### src/rtl/sb_pkg.sv
// Shared definitions for the store buffer.
// Contents: default address/data widths, RISC-V funct3 size codes for stores
// and loads, and the buffered-store entry record.
package sb_pkg;

   localparam int unsigned SB_ADDR_W = 9;
   localparam int unsigned SB_DATA_W = 32;

   // Store size codes
   localparam logic [2:0] FUNCT3_SB  = 3'b000;
   localparam logic [2:0] FUNCT3_SH  = 3'b001;
   localparam logic [2:0] FUNCT3_SW  = 3'b010;
   // Load size codes
   localparam logic [2:0] FUNCT3_LB  = 3'b000;
   localparam logic [2:0] FUNCT3_LH  = 3'b001;
   localparam logic [2:0] FUNCT3_LW  = 3'b010;
   localparam logic [2:0] FUNCT3_LBU = 3'b100;

   typedef struct packed {
      logic [SB_ADDR_W-1:0] addr;
      logic [SB_DATA_W-1:0] data;
      logic [2:0]           funct3;
   } sb_entry_t;

endpackage

### src/rtl/sb_addr_match.sv
// Youngest-match search over the pending store entries.
// Ports:
//   i_entries  - all entry slots, indexed by physical slot
//   i_valid    - per-slot occupancy mask
//   i_head     - slot of the oldest entry
//   i_ld_addr  - load byte address; compared at word granularity
//   o_hit_idx  - slot of the youngest matching entry
//   o_found    - at least one valid entry matches
//   o_size     - funct3 of the youngest matching entry
module sb_addr_match
   import sb_pkg::*;
#(
   parameter int unsigned DEPTH = 4,
   parameter int unsigned PTR_W = $clog2(DEPTH)
) (
   input  sb_entry_t [DEPTH-1:0] i_entries,
   input  logic [DEPTH-1:0]      i_valid,
   input  logic [PTR_W-1:0]      i_head,
   input  logic [SB_ADDR_W-1:0]  i_ld_addr,
   output logic [PTR_W-1:0]      o_hit_idx,
   output logic                  o_found,
   output logic [2:0]            o_size
);

   logic [PTR_W-1:0] w_idx;

   // Walk from oldest to youngest; later matches overwrite earlier ones, so
   // the surviving result is the youngest matching entry.
   always_comb begin
      o_hit_idx = '0;
      o_found   = 1'b0;
      o_size    = '0;
      w_idx     = '0;
      for (int k = 0; k < DEPTH; k++) begin
         w_idx = i_head + PTR_W'(k);
         if (i_valid[w_idx] &&
             (i_entries[w_idx].addr[SB_ADDR_W-1:2] == i_ld_addr[SB_ADDR_W-1:2])) begin
            o_found   = 1'b1;
            o_hit_idx = w_idx;
            o_size    = i_entries[w_idx].funct3;
         end
      end
   end

endmodule

### src/rtl/store_buffer.sv
// In-order store buffer between the MEM stage and data memory.
// Stores are queued and drained one per cycle whenever the memory port is not
// taken by a load. Loads are checked against the pending stores.
// Ports:
//   clk, rst                           - clock, async active-high reset
//   st_valid/st_addr/st_data/st_funct3 - incoming store; st_ready = not full
//   ld_valid/ld_addr                   - load lookup
//   ld_hit/ld_data                     - load forwarded from a pending SW
//   ld_conflict                        - load overlaps an unforwardable store
//   mem_busy                           - memory port taken by a load
//   mem_write/mem_addr/mem_wdata/mem_funct3 - drain request (head entry)
//   empty, count                       - occupancy
// Build option: STORE_BUFFER_FORWARD_EN enables forwarding from SW entries;
// without it every word-address match is reported as a conflict.
module store_buffer
   import sb_pkg::*;
#(
   parameter int unsigned DM_ADDRESS = 9,
   parameter int unsigned DATA_W     = 32,
   parameter int unsigned DEPTH      = 4
) (
   input  logic                      clk,
   input  logic                      rst,
   input  logic                      st_valid,
   input  logic [DM_ADDRESS-1:0]     st_addr,
   input  logic [DATA_W-1:0]         st_data,
   input  logic [2:0]                st_funct3,
   output logic                      st_ready,
   input  logic                      ld_valid,
   input  logic [DM_ADDRESS-1:0]     ld_addr,
   output logic                      ld_hit,
   output logic [DATA_W-1:0]         ld_data,
   output logic                      ld_conflict,
   input  logic                      mem_busy,
   output logic                      mem_write,
   output logic [DM_ADDRESS-1:0]     mem_addr,
   output logic [DATA_W-1:0]         mem_wdata,
   output logic [2:0]                mem_funct3,
   output logic                      empty,
   output logic [$clog2(DEPTH):0]    count
);

   localparam int unsigned PTR_W = $clog2(DEPTH);
   localparam int unsigned CNT_W = PTR_W + 1;

   // The entry record in sb_pkg is fixed-width; reject mismatched overrides.
   if (DM_ADDRESS != SB_ADDR_W || DATA_W != SB_DATA_W) begin : g_width_check
      $error("store_buffer: DM_ADDRESS/DATA_W must match sb_pkg entry widths");
   end
   if (DEPTH < 2 || (DEPTH & (DEPTH - 1)) != 0) begin : g_depth_check
      $error("store_buffer: DEPTH must be a power of two, at least 2");
   end

   sb_entry_t [DEPTH-1:0] r_entries;
   logic [PTR_W-1:0]      r_head;
   logic [PTR_W-1:0]      r_tail;
   logic [CNT_W-1:0]      r_count;

   logic                  w_push;
   logic                  w_pop;
   logic [DEPTH-1:0]      w_valid;
   logic [PTR_W-1:0]      w_off;
   logic [PTR_W-1:0]      w_hit_idx;
   logic                  w_found;
   logic [2:0]            w_size;

   assign empty      = (r_count == '0);
   assign count      = r_count;
   // No bypass: a full buffer refuses a store even when the head drains.
   assign st_ready   = (r_count < CNT_W'(DEPTH));
   assign w_push     = st_valid && st_ready;
   assign mem_write  = !empty && !mem_busy;
   assign w_pop      = mem_write;
   assign mem_addr   = r_entries[r_head].addr;
   assign mem_wdata  = r_entries[r_head].data;
   assign mem_funct3 = r_entries[r_head].funct3;

   always_ff @(posedge clk or posedge rst) begin
      if (rst) begin
         r_head  <= '0;
         r_tail  <= '0;
         r_count <= '0;
      end else begin
         if (w_push) r_tail <= r_tail + PTR_W'(1);
         if (w_pop)  r_head <= r_head + PTR_W'(1);
         if (w_push && !w_pop)      r_count <= r_count + CNT_W'(1);
         else if (w_pop && !w_push) r_count <= r_count - CNT_W'(1);
      end
   end

   // Payload is qualified by the occupancy mask, so it carries no reset.
   always_ff @(posedge clk) begin
      if (w_push) begin
         r_entries[r_tail] <= '{addr: st_addr, data: st_data, funct3: st_funct3};
      end
   end

   // A slot is live when its distance from the head (mod DEPTH) is below count.
   always_comb begin
      w_valid = '0;
      w_off   = '0;
      for (int i = 0; i < DEPTH; i++) begin
         w_off      = PTR_W'(i) - r_head;
         w_valid[i] = (CNT_W'(w_off) < r_count);
      end
   end

   sb_addr_match #(
      .DEPTH (DEPTH),
      .PTR_W (PTR_W)
   ) u_match (
      .i_entries (r_entries),
      .i_valid   (w_valid),
      .i_head    (r_head),
      .i_ld_addr (ld_addr),
      .o_hit_idx (w_hit_idx),
      .o_found   (w_found),
      .o_size    (w_size)
   );

`ifdef STORE_BUFFER_FORWARD_EN
   always_comb begin
      ld_hit      = ld_valid && w_found && (w_size == FUNCT3_SW);
      ld_conflict = ld_valid && w_found && (w_size != FUNCT3_SW);
      ld_data     = ld_hit ? r_entries[w_hit_idx].data : '0;
   end
`else
   always_comb begin
      ld_hit      = 1'b0;
      ld_data     = '0;
      ld_conflict = ld_valid && w_found;
   end
`endif

endmodule

### config.mk
export PLATFORM = sky130hd
export DESIGN_NAME = store_buffer
export DESIGN_NICKNAME = d
export VERILOG_FILES = /design/src/rtl/sb_pkg.sv /design/src/rtl/sb_addr_match.sv /design/src/rtl/store_buffer.sv
export SDC_FILE = /design/constraint.sdc
export NUM_CORES = 1
export LEC_CHECK = 0
export ABC_CLOCK_PERIOD_IN_PS = 3200
export CAP_MARGIN = 20
export CORE_MARGIN = 8
export CORE_UTILIZATION = 49
export CTS_BUF_LIST = sky130_fd_sc_hd__clkbuf_2
export DETAILED_ROUTE_END_ITERATION = 10
export GPL_TIMING_DRIVEN = 0
export HOLD_SLACK_MARGIN = 0.12
export PLACE_DENSITY_LB_ADDON = 0.15
export SLEW_MARGIN = 30
export SYNTH_ARGS = -nofsm -noshare
export SYNTH_HDL_FRONTEND = slang
export SYNTH_SLANG_ARGS = --single-unit
### constraint.sdc
create_clock -name clk -period 3.2 [get_ports clk]
set_input_delay 0.32 -clock clk [delete_from_list [all_inputs] [get_ports clk]]
set_output_delay 0.32 -clock clk [all_outputs]
set_load 0.01 [all_outputs]
Word-level counts from Yosys, hierarchy flattened
Index checks and enable logic that the tools add are counted.

Logic and storage cells: 81. Register bits after elaboration: 183. Input port bits: 58. Output and inout port bits: 84.

Muxes and demuxes: 25. Eq/ne operators: 4. Add/sub/neg operators: 10. Reduce and logical (&&, ||, !) cells: 16. Magnitude comparators: 11.

Operators by type and width (count): 44-bit binary-select mux with 2-bit select (4); 44-bit 2-to-1 mux (5); 176-bit bitwise mux (1); 44-bit demux with 2-bit select (1); 7-bit == test (4); 2-bit by 3-bit < comparator with 1-bit output, second input constant (5); 2-bit by 3-bit < comparator with 1-bit output (4); 1-bit logical AND (10); 1-bit binary-select mux with 2-bit select (4); 1-bit 2-to-1 mux (8); 3-bit 2-to-1 mux (2); 2-bit by 1-bit adder with 2-bit output, second input constant (2); 2-bit adder, second input constant (2); 1-bit logical NOT (4); 1-bit by 2-bit subtractor with 2-bit output, first input constant (2); 2-bit subtractor, first input constant (2); 3-bit by 1-bit adder with 3-bit output, second input constant (1); 3-bit logical NOT (1); 3-bit < comparator, second input constant (1); 3-bit by 1-bit subtractor with 3-bit output, second input constant (1); 2-bit by 1-bit greater-or-equal comparator with 1-bit output, second input constant (1); 2-bit nonzero test (1).

Longest topological paths before layout
Depth in word-level cells: 10. Gate-level depth with buffers: 14. Gate-level depth less buffers: 9.

By module
From an unflattened synthesis, not the netlist that was laid out.

Cell total of the unflattened synthesis: 517. Area, all modules: 8790.9 um^2.

Modules (own cells, without submodules): store_buffer (times used 1, area an instance 7193.1 um^2, cells each 321, sequential area each 5460.2 um^2); sb_addr_match (times used 1, area an instance 1597.8 um^2, cells each 196, sequential area each 0.0 um^2).

Worst setup path after synthesis
Ideal clock, no wire load.

Kind: reg2out. Start: reg r_head[1]. End: out ld_conflict. Data required time: 2.880 ns. Data arrival time: 2.896 ns. Stages on the path, launching flop included: 15. Slack: -0.016 ns. Path buffers: 5. Path through: dfrtp_1 > buf_6 > buf_8 > buf_4 > buf_2 > buf_1 > xnor2_1 > inv_1 > ha_1 > nand2b_1 > a221oi_1 > mux2i_1 > nand4_1 > nor4_1 > o41a_1.

Cells in the longest elaborated chain, start to end: 10. Elaborated cells between the ends (all ways): 40. Those cells by class: add/sub: 7; order compare: 4; eq/ne: 4; mux: 20; reduce/logical: 5.

RTL lines: from (decl) (line store_buffer.sv:55) `logic [PTR_W-1:0] r_head;`; from (signal assigned) (line store_buffer.sv:85) `if (w_pop) r_head <= r_head + PTR_W'(1);`; 1-bit by 2-bit subtractor with 2-bit output / 2-bit subtractor (equally long branches) (line store_buffer.sv:103) `w_off = PTR_W'(i) - r_head;`; 2-bit by 3-bit < comparator with 1-bit output (line store_buffer.sv:104) `w_valid[i] = (CNT_W'(w_off) < r_count);`; 1-bit binary-select mux with 2-bit select (line sb_addr_match.sv:36) `if (i_valid[w_idx] &&`; 1-bit 2-to-1 mux (not written as such) (line sb_addr_match.sv:36); 1-bit logical AND (line sb_addr_match.sv:36); 1-bit 2-to-1 mux (3 in a row) (line sb_addr_match.sv:36); 1-bit 2-to-1 mux (*) (line sb_addr_match.sv:36); 1-bit logical AND (*) (line store_buffer.sv:131) `ld_conflict = ld_valid && w_found;`; to (decl) (line store_buffer.sv:33) `output logic ld_conflict,`.

Mark *: on every way between the ends. The rest lies on a longest branch, timed or not. The select of a mux whose other input is x is not followed.

Worst setup path after layout
Same ends and word-level chain as after synthesis.

==> impl_metrics.csv <==
group,metric,value,unit
sta,hold_viol,0,
synthesis,synth_ff_type,"edfxtp_1",
floorplan,fp.coreArea,15940,um2
floorplan,start_util,50.32,%
worst_setup_path,cp_max_fo,4,
final_layout,diodes,0,
outcome,violations,"negative setup slack",
synthesis,synth_area,8023,um2
final_layout,syn_to_final_growth,31.24,%
worst_setup_path,max_stage_delay,0.45,ns
worst_setup_path,crit_top_cell,"buf_12",
clock_network,clockBufferDepth,2,
synthesis,synth_edf_count,176,
drt,drt_wl_total,17290,um
drt,drt-pass1-iter-count,5,
flow_run,maxCapViolCount,0,
clock_network,clock_sinks,183,
synthesis,ys_warn_count,0,
drt,vias_per_cell,5.131,
placement,pre_cts_slack,-0.9956,ns
placement,gp_congestion,0.8421,
synthesis,yosysTopAreaCellShare,65.88,%
worst_setup_path,cp_top_family,"compound AO/OA/AOI/OAI gates",
worst_setup_path,start_kind,"flop",
drt,wl_per_cell,19.76,um
floorplan,die_width,144.0,um
drt,drt_iter0_drc,246,
sta,rsz0062_at_grt,"true",
final_layout,fin_nets,714,
clock_network,htreeDepth,4,
drt,vias,4490,
sta,fin_skew,0.02971,ns
worst_setup_path,reg2regPathDepth,7,
grt,grt_max_degree,29,
worst_setup_path,worstSetupPathDepth,14,
synthesis,synth_cell_type_count,45,
synthesis,yosysTopAreaCell,"edfxtp_1",
grt,grtUsageTotal,17.14,%
worst_setup_path,r2r-start,"count[2]",
final_layout,final_layout_size_suffix_gt1_share,25.34,%
worst_hold_path,hold_path.class,"input pin to flop",
sta,clock.fmax,267.0,MHz
clock_network,worstSkewPairLatency,0.75,ns
clock_network,clk_pin_slew,0.27,ns
worst_setup_path,setup.worst_path.end,"ld_conflict",
drt,met3_length,1346,um
worst_setup_path,cp_slowest_cell,"dfrtp_1",
synthesis,ys_top_cells_by_area,"edfxtp_1 66%, mux4_2 12%, mux2i_1 4.2%, buf_4 3.2%, xnor2_1 2.8%",
placement,port_buffers,101,
drt,met2_wirelength,8667,um
sta,worst_slack,-0.5446,ns
grt,antenna_found_initial,0,
worst_setup_path,crit_chain,"buf_6 > buf_12 > buf_12 > buf_8 > buf_12 > xnor2_4 > ha_1 > nor2_2 > a311oi_1 > o21ai_1 > o211ai_1 > a2111oi_2 > o41a_1 > buf_2",
drt,ant_nets,0,
worst_setup_path,cp-startpoint,"r_head[1]",
synthesis,syn_area_per_cell,18.40,um2
sta,post-route-min-period,3.745,ns
drt,route.detailed.drc,0,
worst_setup_path,crit_type,"flop to output port",
pwr,p_leak,0.003877,uW
floorplan,io_pins,142,
pwr,power.density,809.1,nW/um2
clock_network,root_buffer,"clkbuf_2",
worst_setup_path,crit_buf_inv,6,
grt,grt_pass1_vias,4828,
worst_setup_path,timing.rr.end,"count[1]",
sta,period_share,117.0,%
synthesis,seq_area_frac_synth,68.06,%
pwr,ir_drop,466.1,uV
synthesis,synth_most_common_cell,"edfxtp_1",
drt,wl_met1,7048,um
sta,report.final.setup_viol,1,
worst_setup_path,required,2.88,ns
clock_network,numCtsBuffers,17,
floorplan,dieArea,20720,um2
worst_setup_path,rrSetupSlack,0.96,ns
clock_network,cts_tree,"built",
placement,dp_hpwl,11560,um
synthesis,synthArstFlopShare,3.825,%
sta,holdWs,0.2330,ns
grt,grt_pass1_wl,26270,um
floorplan,placementRows,46,
sta,maxSlewViolCount,0,
outcome,status,"finished, violations left",
worst_setup_path,crit_arrival,3.42,ns
synthesis,synth_cells,436,
floorplan,dieHeight,144.0,um
synthesis,synth-seq-cells,183,
worst_setup_path,cp-end-kind,"output port",
drt,top_layer,"met4",
synthesis,synth_common_cells,"176 x edfxtp_1, 41 x mux4_2, 34 x buf_4, 34 x mux2i_1, 26 x xnor2_1",
grt,grt_overflow,0,
pwr,power.total,8519,uW
==> worst min-delay path by stage <==
| stage | from | end | slack, ns | depth (start not counted) |
|---|---|---|---|---|
| after global routing | st_addr[2] | r_entries[37] | 0.13 | 1 |
| after global placement | rst | count[1] | 0.58 | 2 |
| after floorplan | rst | count[0] | 0.12 | 1 |
| after detailed placement | rst | count[0] | 0.58 | 2 |
| after CTS | st_addr[7] | r_entries[86] | 0.12 | 1 |
| final | st_data[19] | r_entries[110] | 0.23 | 1 |
==> per-layer routing <==
metal / up-vias / GRT usage [%]
met1: 2241 / 20.92
li1: 2066 / -
met3: 22 / 5.541
met2: 161 / 28.39
met5: - / 0
met4: 0 / 5.423
==> through the flow <==
step / utilization, % / setup TNS, ns / area (um2) / instances
2_1_floorplan: - / 0 / 8144 / 468
3_3_place_gp: 59.12 / -76.66 / 9425 / 785
3_5_place_dp: 59.68 / -0.9956 / 9515 / 789
4_1_cts: 65.25 / -0.6243 / 10400 / 870
5_1_grt: 66.04 / -0.7313 / 10530 / 875
6_report: 66.04 / -0.5446 / 10530 / 875
==> cell families after synthesis <==
kind of cell,count (synthesis),share of synthesized area (%)
flip-flops,183,68.06
AND/OR/NAND/NOR,39,2.729
multiplexers,78,16.20
adder cells (fa/ha/maj),10,1.653
buffers and inverters,65,5.131
other,1,0.04674
XOR/XNOR,41,4.476
AO/OA/AOI/OAI,19,1.700
==> sequential cells by signal, summed over array words and instances, names as in the netlist <==
| register | flops |
|---|---|
| r_head | 2 |
| r_entries | 176 |
| count | 3 |
| r_tail | 2 |
==> cell usage in the layout (no fill, tap or decap), types with 4 or more instances in the layout <==
cell type	count
and2_4	4
dlygate4sd3_1	43
nor3_1	5
buf_8	5
buf_6	5
xor2_1	15
nor2_1	7
inv_6	8
dlygate4sd2_1	21
clkdlybuf4s15_1	7
mux4_2	41
edfxtp_1	176
clkdlybuf4s50_1	59
nand2_1	4
dfrtp_1	7
mux2i_1	31
inv_1	7
buf_12	9
dlymetal6s2s_1	11
conb_1	33
ha_1	7
nor2b_1	4
clkbuf_2	19
xnor2_1	25
buf_4	45
==> cell type report <==
| cell class | instances | area [um2] |
|---|---|---|
| repair buffers | 159 | 1590 |
| flip-flops and latches | 183 | 5460 |
| plain buffers | 56 | 518.0 |
| multi-input cells | 220 | 2392 |
| inverters | 9 | 33.78 |
| well taps | 216 | 270.3 |
| fillers | 1136 | 5414 |
| clock inverters | 15 | 178.9 |
| clock buffers | 17 | 85.08 |
==> power breakdown <==
part / switching [uW] / total [uW] / internal [uW]
logic: 2010 / 4170 / 2160
registers: 137 / 3140 / 3000
clock network: 880 / 1220 / 335
total: 3030 / 8520 / 5490
==> repair_timing <==
| item | in CTS | in global routing |
|---|---|---|
| gates resized for setup | 84 | 34 |
| buffers inserted | 8 | 3 |
| gates cloned | 0 | 0 |
| pin swaps | 7 | 9 |
| hold buffers | 41 | 2 |
| hold endpoints to repair | 159 | 7 |
| endpoints found under the setup margin | 40 | 25 |
Note: power is estimated with default switching activity, not from simulation.
